<file path="src/rtl/hazard_scoreboard.sv">
// hazard_scoreboard
//   Scoreboard-based hazard unit beside the decode stage. Every issued register
//   write is tracked through NB_STAGES post-decode stages (entry 0 = EX,
//   entry NB_STAGES-1 = register write). Decode is stalled on unresolved RAW
//   hazards. With FORWARDING=1, bypass selects are produced and only load-use
//   stalls. A taken branch discards the next FLUSH_DEPTH instructions entering
//   EX. A saturating counter records stall cycles.
//
// Ports
//   clk_i, rst_i                 clock, synchronous active-low reset
//   dec_valid_i                  decode holds a valid instruction
//   dec_raddr1_i/dec_raddr2_i    source registers
//   dec_rs1_used_i/dec_rs2_used_i  operand actually read
//   dec_reg_write_i/dec_reg_addr_i/dec_is_load_i  destination info
//   branch_i                     taken branch resolved in EX
//   perf_clear_i                 clear the stall counter
//   ex_discard_o                 discard instruction entering EX (from flush register)
//   dec_stall_request_o          hold decode (combinational)
//   fwd_sel1_o/fwd_sel2_o        0 = register file, k+1 = result of entry k
//   stall_count_o                stall cycles since reset/clear, saturating
module hazard_scoreboard #(
    parameter int NB_STAGES   = 3,
    parameter int FORWARDING  = 1,
    parameter int FLUSH_DEPTH = 2,
    parameter int CNT_WIDTH   = 16
) (
    input  logic                           clk_i,
    input  logic                           rst_i,
    input  logic                           dec_valid_i,
    input  logic [4:0]                     dec_raddr1_i,
    input  logic [4:0]                     dec_raddr2_i,
    input  logic                           dec_rs1_used_i,
    input  logic                           dec_rs2_used_i,
    input  logic                           dec_reg_write_i,
    input  logic [4:0]                     dec_reg_addr_i,
    input  logic                           dec_is_load_i,
    input  logic                           branch_i,
    input  logic                           perf_clear_i,
    output logic                           ex_discard_o,
    output logic                           dec_stall_request_o,
    output logic [$clog2(NB_STAGES+1)-1:0] fwd_sel1_o,
    output logic [$clog2(NB_STAGES+1)-1:0] fwd_sel2_o,
    output logic [CNT_WIDTH-1:0]           stall_count_o
);

    localparam int SEL_W = $clog2(NB_STAGES+1);
    localparam int FL_W  = $clog2(FLUSH_DEPTH+1);

    typedef struct packed {
        logic       valid;
        logic [4:0] addr;
        logic       is_load;
    } sb_entry_t;

    sb_entry_t [NB_STAGES-1:0] sb_q;
    sb_entry_t                 new_entry;
    logic [FL_W-1:0]           flush_q;
    logic [CNT_WIDTH-1:0]      cnt_q;

    logic             hit1, hit2;
    logic [SEL_W-1:0] idx1, idx2;
    logic             load_use;
    logic             raw_stall;
    logic             stall;

    // Scan oldest to youngest so the youngest (lowest k) match overwrites.
    always_comb begin
        hit1 = 1'b0;
        hit2 = 1'b0;
        idx1 = '0;
        idx2 = '0;
        for (int k = NB_STAGES-1; k >= 0; k--) begin
            if (dec_rs1_used_i && dec_raddr1_i != 5'd0 && sb_q[k].valid &&
                sb_q[k].addr == dec_raddr1_i) begin
                hit1 = 1'b1;
                idx1 = SEL_W'(k);
            end
            if (dec_rs2_used_i && dec_raddr2_i != 5'd0 && sb_q[k].valid &&
                sb_q[k].addr == dec_raddr2_i) begin
                hit2 = 1'b1;
                idx2 = SEL_W'(k);
            end
        end
    end

    // A load in EX has no result yet: the only case forwarding cannot cover.
    assign load_use  = sb_q[0].is_load &&
                       ((hit1 && idx1 == '0) || (hit2 && idx2 == '0));
    assign raw_stall = (FORWARDING != 0) ? load_use : (hit1 || hit2);
    assign stall     = dec_valid_i && !ex_discard_o && !branch_i && raw_stall;

    assign dec_stall_request_o = stall;
    assign fwd_sel1_o = (FORWARDING != 0 && hit1 && !stall) ? idx1 + SEL_W'(1) : '0;
    assign fwd_sel2_o = (FORWARDING != 0 && hit2 && !stall) ? idx2 + SEL_W'(1) : '0;

    assign ex_discard_o  = (flush_q != '0);
    assign stall_count_o = cnt_q;

    // Anything not actually advancing into EX enters as a bubble.
    always_comb begin
        new_entry = '0;
        if (dec_valid_i && dec_reg_write_i && dec_reg_addr_i != 5'd0 &&
            !stall && !ex_discard_o && !branch_i) begin
            new_entry.valid   = 1'b1;
            new_entry.addr    = dec_reg_addr_i;
            new_entry.is_load = dec_is_load_i;
        end
    end

    always_ff @(posedge clk_i) begin
        if (!rst_i) begin
            sb_q    <= '0;
            flush_q <= '0;
            cnt_q   <= '0;
        end else begin
            sb_q <= {sb_q[NB_STAGES-2:0], new_entry};

            // A branch during a flush restarts it rather than extending it.
            if (branch_i)
                flush_q <= FL_W'(FLUSH_DEPTH);
            else if (flush_q != '0)
                flush_q <= flush_q - FL_W'(1);

            if (perf_clear_i)
                cnt_q <= '0;
            else if (stall && !(&cnt_q))
                cnt_q <= cnt_q + CNT_WIDTH'(1);
        end
    end

endmodule

</file>
<file path="config.mk">
export PLATFORM = sky130hd
export DESIGN_NAME = hazard_scoreboard
export DESIGN_NICKNAME = d
export VERILOG_FILES = /design/src/rtl/hazard_scoreboard.sv
export SDC_FILE = /design/constraint.sdc
export NUM_CORES = 1
export LEC_CHECK = 0
export CORE_ASPECT_RATIO = 1.1
export CORE_MARGIN = 3
export CORE_UTILIZATION = 53
export CTS_BUF_LIST = sky130_fd_sc_hd__clkbuf_4 sky130_fd_sc_hd__clkbuf_8
export DETAILED_ROUTE_END_ITERATION = 10
export HOLD_SLACK_MARGIN = 0.05
export MAX_ROUTING_LAYER = met4
export PLACE_DENSITY = 0.81
export SLEW_MARGIN = 25
export SYNTH_ARGS = -nofsm -noshare
export SYNTH_HDL_FRONTEND = slang
export SYNTH_SLANG_ARGS = --single-unit
</file>
<file path="constraint.sdc">
create_clock -name clk_i -period 2.8 [get_ports clk_i]
set_clock_uncertainty 0.05 [all_clocks]
set_input_delay 0.28 -clock clk_i [delete_from_list [all_inputs] [get_ports clk_i]]
set_output_delay 0.28 -clock clk_i [all_outputs]
set_load 0.01 [all_outputs]
</file>
==> results of run 1 <==
-- area by class of cell --
| type | count | area, µm² | share of cell area (%) |
|---|---|---|---|
| flip-flops and latches | 37 | 741 | 23.9 |
| inverters | 12 | 45.0 | 1.45 |
| multi-input cells | 191 | 1470 | 47.3 |
| clock inverters | 2 | 13.8 | 0.444 |
| well taps | 50 | 62.6 | 2.02 |
| clock buffers | 6 | 82.6 | 2.67 |
| repair buffers | 75 | 687 | 22.2 |
-- sequential cells by signal, indices dropped and copies added, names as in the netlist --
signal	flops
flush_q	2
sb_q	19
stall_count_o	16
-- layout by cell type (no fill, tap or decap), types with 2 or more instances in the layout --
cell type        count
nand3_2              2
clkdlybuf4s50_1     30
buf_4               25
nor3_4               5
dlymetal6s2s_1       4
nor2_1               8
mux2i_1             15
buf_6                4
inv_2                2
inv_1               10
ha_2                 2
xnor2_1             29
clkbuf_8             6
nand2_1             35
nor2b_1              3
o31ai_4              2
a21oi_1              8
dfxtp_1             37
buf_2                4
o211a_1              2
nand2b_1            13
nand3_1              5
nand4_1             10
o311ai_4             4
nor3_1               9
a21boi_1             4
dlygate4sd2_1        6
and2_1              12
o21ai_4              2
nor2_2               2
or4_4                2
-- power groups by stage --
stage               logic, mW  registers [mW]  clock network, mW
finish                  0.127           0.534              0.392
global route            0.137           0.534              0.419
CTS                     0.124           0.534              0.399
detailed placement      0.122           0.546                  0
global placement        0.119           0.546                  0
floorplan              0.0505           0.545                  0
-- per-stage QoR --
stage / setup TNS, ps / setup slack [ps] / std cells / hold slack [ps] / util (%)
after global placement: -3520 / -389 / 364 / 410 / 76.6
after floorplan: 0 / 292 / 244 / 308 / -
after detailed placement: -4710 / -460 / 364 / 425 / 76.6
final: 0 / 92.2 / 373 / 435 / 80.9
after global routing: 0 / 26.7 / 373 / 455 / 80.9
after CTS: 0 / 45.0 / 372 / 440 / 79.9
-- repair_timing --
item                       CTS  global route
setup endpoints to repair    6            15
buffers inserted             0             1
hold buffers                 0             0
gates resized for setup     40             8
pin swaps                   15            10
-- cell families (layout without fill, tap and decap cells) --
kind of cell    Yosys count  after routing  synth area share (%)
xor+xnor                 30             30                  11.9
fa+ha+maj                 3              3                  1.71
flops                    37             37                  33.7
compound gates           29             29                  14.8
buf+inv                  16             95                  2.73
simple gates            114            114                  28.3
mux                      15             15                  6.83
-- worst paths after layout --
path	from	depth (start not counted)	slack, ps	to
max reg2reg	sb_q[9]$_SDFF_PN0_	13	260	stall_count_o[3]$_SDFFE_PP0P_
min reg2reg	flush_q[0]$_SDFFE_PP0P_	1	430	flush_q[0]$_SDFFE_PP0P_
max	dec_raddr2_i[4]	12	90	fwd_sel1_o[1]
min	flush_q[0]$_SDFFE_PP0P_	1	430	flush_q[0]$_SDFFE_PP0P_
-- worst max-delay path, delay by kind of cell --
family                     cells  cell delay (ps)
and+or+nand+nor                6             1140
buffers and inverters          3              430
adders and majority gates      1              200
AOI/OAI and AO/OA              2              310
-- per-layer routing --
| metal | track usage [%] | up-vias | wire (µm) |
|---|---|---|---|
| met1 | 31.7 | 961 | 2420 |
| met5 | - | - | 0 |
| li1 | - | 999 | - |
| met4 | 10.4 | 0 | 102 |
| met2 | 39.6 | 73 | 2680 |
| met3 | 4.74 | 15 | 328 |
==> summary.md, run 1 <==
| Metric | Value |
|---|---|
| Status | `completed` |
| Register area share after synthesis | `33.7%` |
| Worst Hold Class | `reg -> reg` |
| Number of CTS-inserted buffers | `5` |
| Static Leakage | `between 1 and 1.5 nW` |
| CP Max Fanout | `4` |
| Clock tree sinks | `37` |
| Placed Area | `about 2900 µm²` |
| Critical Path, Cell by Cell | `dlygate4sd2_1, or4_4, o21ai_4, nor3_4, nor2_1, nand2_1, ha_2, nand3_2, inv_2, o31ai_4, and4b_1, buf_2` |
| Number of synthesized flops with an enable pin | `0` |
| Switch Pwr | `253 µW` |
| GRT Overall Usage | `roughly 25%` |
| CP max stage cell | `or4_4` |
| Internal power | `799 µW` |
| CTS HTree Levels | `2` |
| Setup Viol. Count Final | `0` |
| Clock slew at reported path FFs | `70 ps` |
| Clk buf depth | `2` |
| Vert. Die Dim | `73.6 µm` |
| Cell with the most instances after synthesis | `dfxtp_1` |
| Area leader, netlist | `dfxtp_1` |
| Sw Ratio | `24.1%` |
| Max_slew headroom | `roughly 70%` |
| Fmax | `between 300 and 400 MHz` |
| Critical Path End Type | `output port` |
| Highest ir drop seen on vdd | `0.314 mV` |
| Final Hold Fails | `0` |
| Pins Over Slew Limit | `0` |
| I/O pin count | `46` |
| Cells after Synth | `approximately 240` |
| Post-route cell area | `between 3000 and 4000 µm²` |
| DP HPWL | `4.07 mm` |
| Number of routed nets with antenna violations | `0` |
| Drt pass-1 iters | `4` |
| Worst-Skew Late Latency | `a little under 300 ps` |
| Logic pwr share | `between 10% and 20%` |
| CP max stage delay | `roughly 540 ps` |
| Number of I/O port buffers | `45` |
| Critical Path RT | `~2500 ps` |
| Crit Path Category | `in -> out` |
| Root buf cell | `clkbuf_8` |
| RD Place Congestion | `around 0.9` |
| Fill count | `between 200 and 250` |
| Via count | `2,048` |
| N_diodes | `0` |
| Fraction of layout cells with a size suffix above 1 | `~23%` |
| Final nets | `around 350` |
| Fraction of registers with async set or reset after synthesis | `0%` |
| CTS tree | `done` |
| Routed WL | `~5.5 mm` |
| Vias in the first global route | `around 2,000` |
| Synthesized cell area | `roughly 2200 µm²` |
| Synthesis-to-layout area growth | `40.8%` |
| Largest cells by area after synthesis | `dfxtp_1, xnor2_1, mux2i_1` |
| First-pass GRT wire length | `about 9.2 mm` |
| Die span in x | `67.4 µm` |
| Pwr/cell area | `around 340 nW/µm²` |
| Top-area cell type share of the netlist area | `33.7%` |
| Top_reg_cell synth | `dfxtp_1` |
| Total of max-cap violations | `0` |
| Grt ovf | `0` |
| Post-synth net total | `271` |
| DRC | `0` |
| Initial core utilization | `57.5%` |
| CP Data Arrival Time | `between 2000 and 2500 ps` |
| Min cycle time layout | `2710 ps` |
| Syn avg cell area | `approximately 9 µm²` |
| Synth cell count leaders | `dfxtp_1, nand2_1, xnor2_1, mux2i_1, nand2b_1` |
| Worst-Margin Slew | `between 400 and 500 ps` |
| Post-synth cell types | `34` |
| Drt wl/cell | `about 15 µm` |
| Detailed-route vias per instance | `~5.5` |
| Startpoint types | `input port` |
| Die area | `a little under 5000 µm²` |
| RSZ-0062 raised after global routing | `false` |
| Initial antenna violation count | `0` |
| Clk pwr share | `~37%` |
| Overall power | `roughly 1.1 mW` |
| Sequential Power Share | `between 50% and 60%` |
| Period utilization | `between 90 and 100%` |
| Row count | `23` |
| DRT iter0 DRCs | `153` |
| #FFs+latches synth | `37` |
| Core area | `roughly 3800 µm²` |
| Yosys warnings | `0` |
| Largest net degree at the start of global routing | `32` |
No activity file was read; power rests on OpenSTA's default activity.
==> inputs of run 2 (changes only) <==
--- a/config.mk
+++ b/config.mk
@@ -13,7 +13,7 @@
 export HOLD_SLACK_MARGIN = 0.05
 export MAX_ROUTING_LAYER = met4
 export PLACE_DENSITY = 0.81
-export SLEW_MARGIN = 25
+export SLEW_MARGIN = 20
 export SYNTH_ARGS = -nofsm -noshare
 export SYNTH_HDL_FRONTEND = slang
 export SYNTH_SLANG_ARGS = --single-unit
==> results of run 2 <==
Final layout, timing and power as in run 1 (identical DEF).
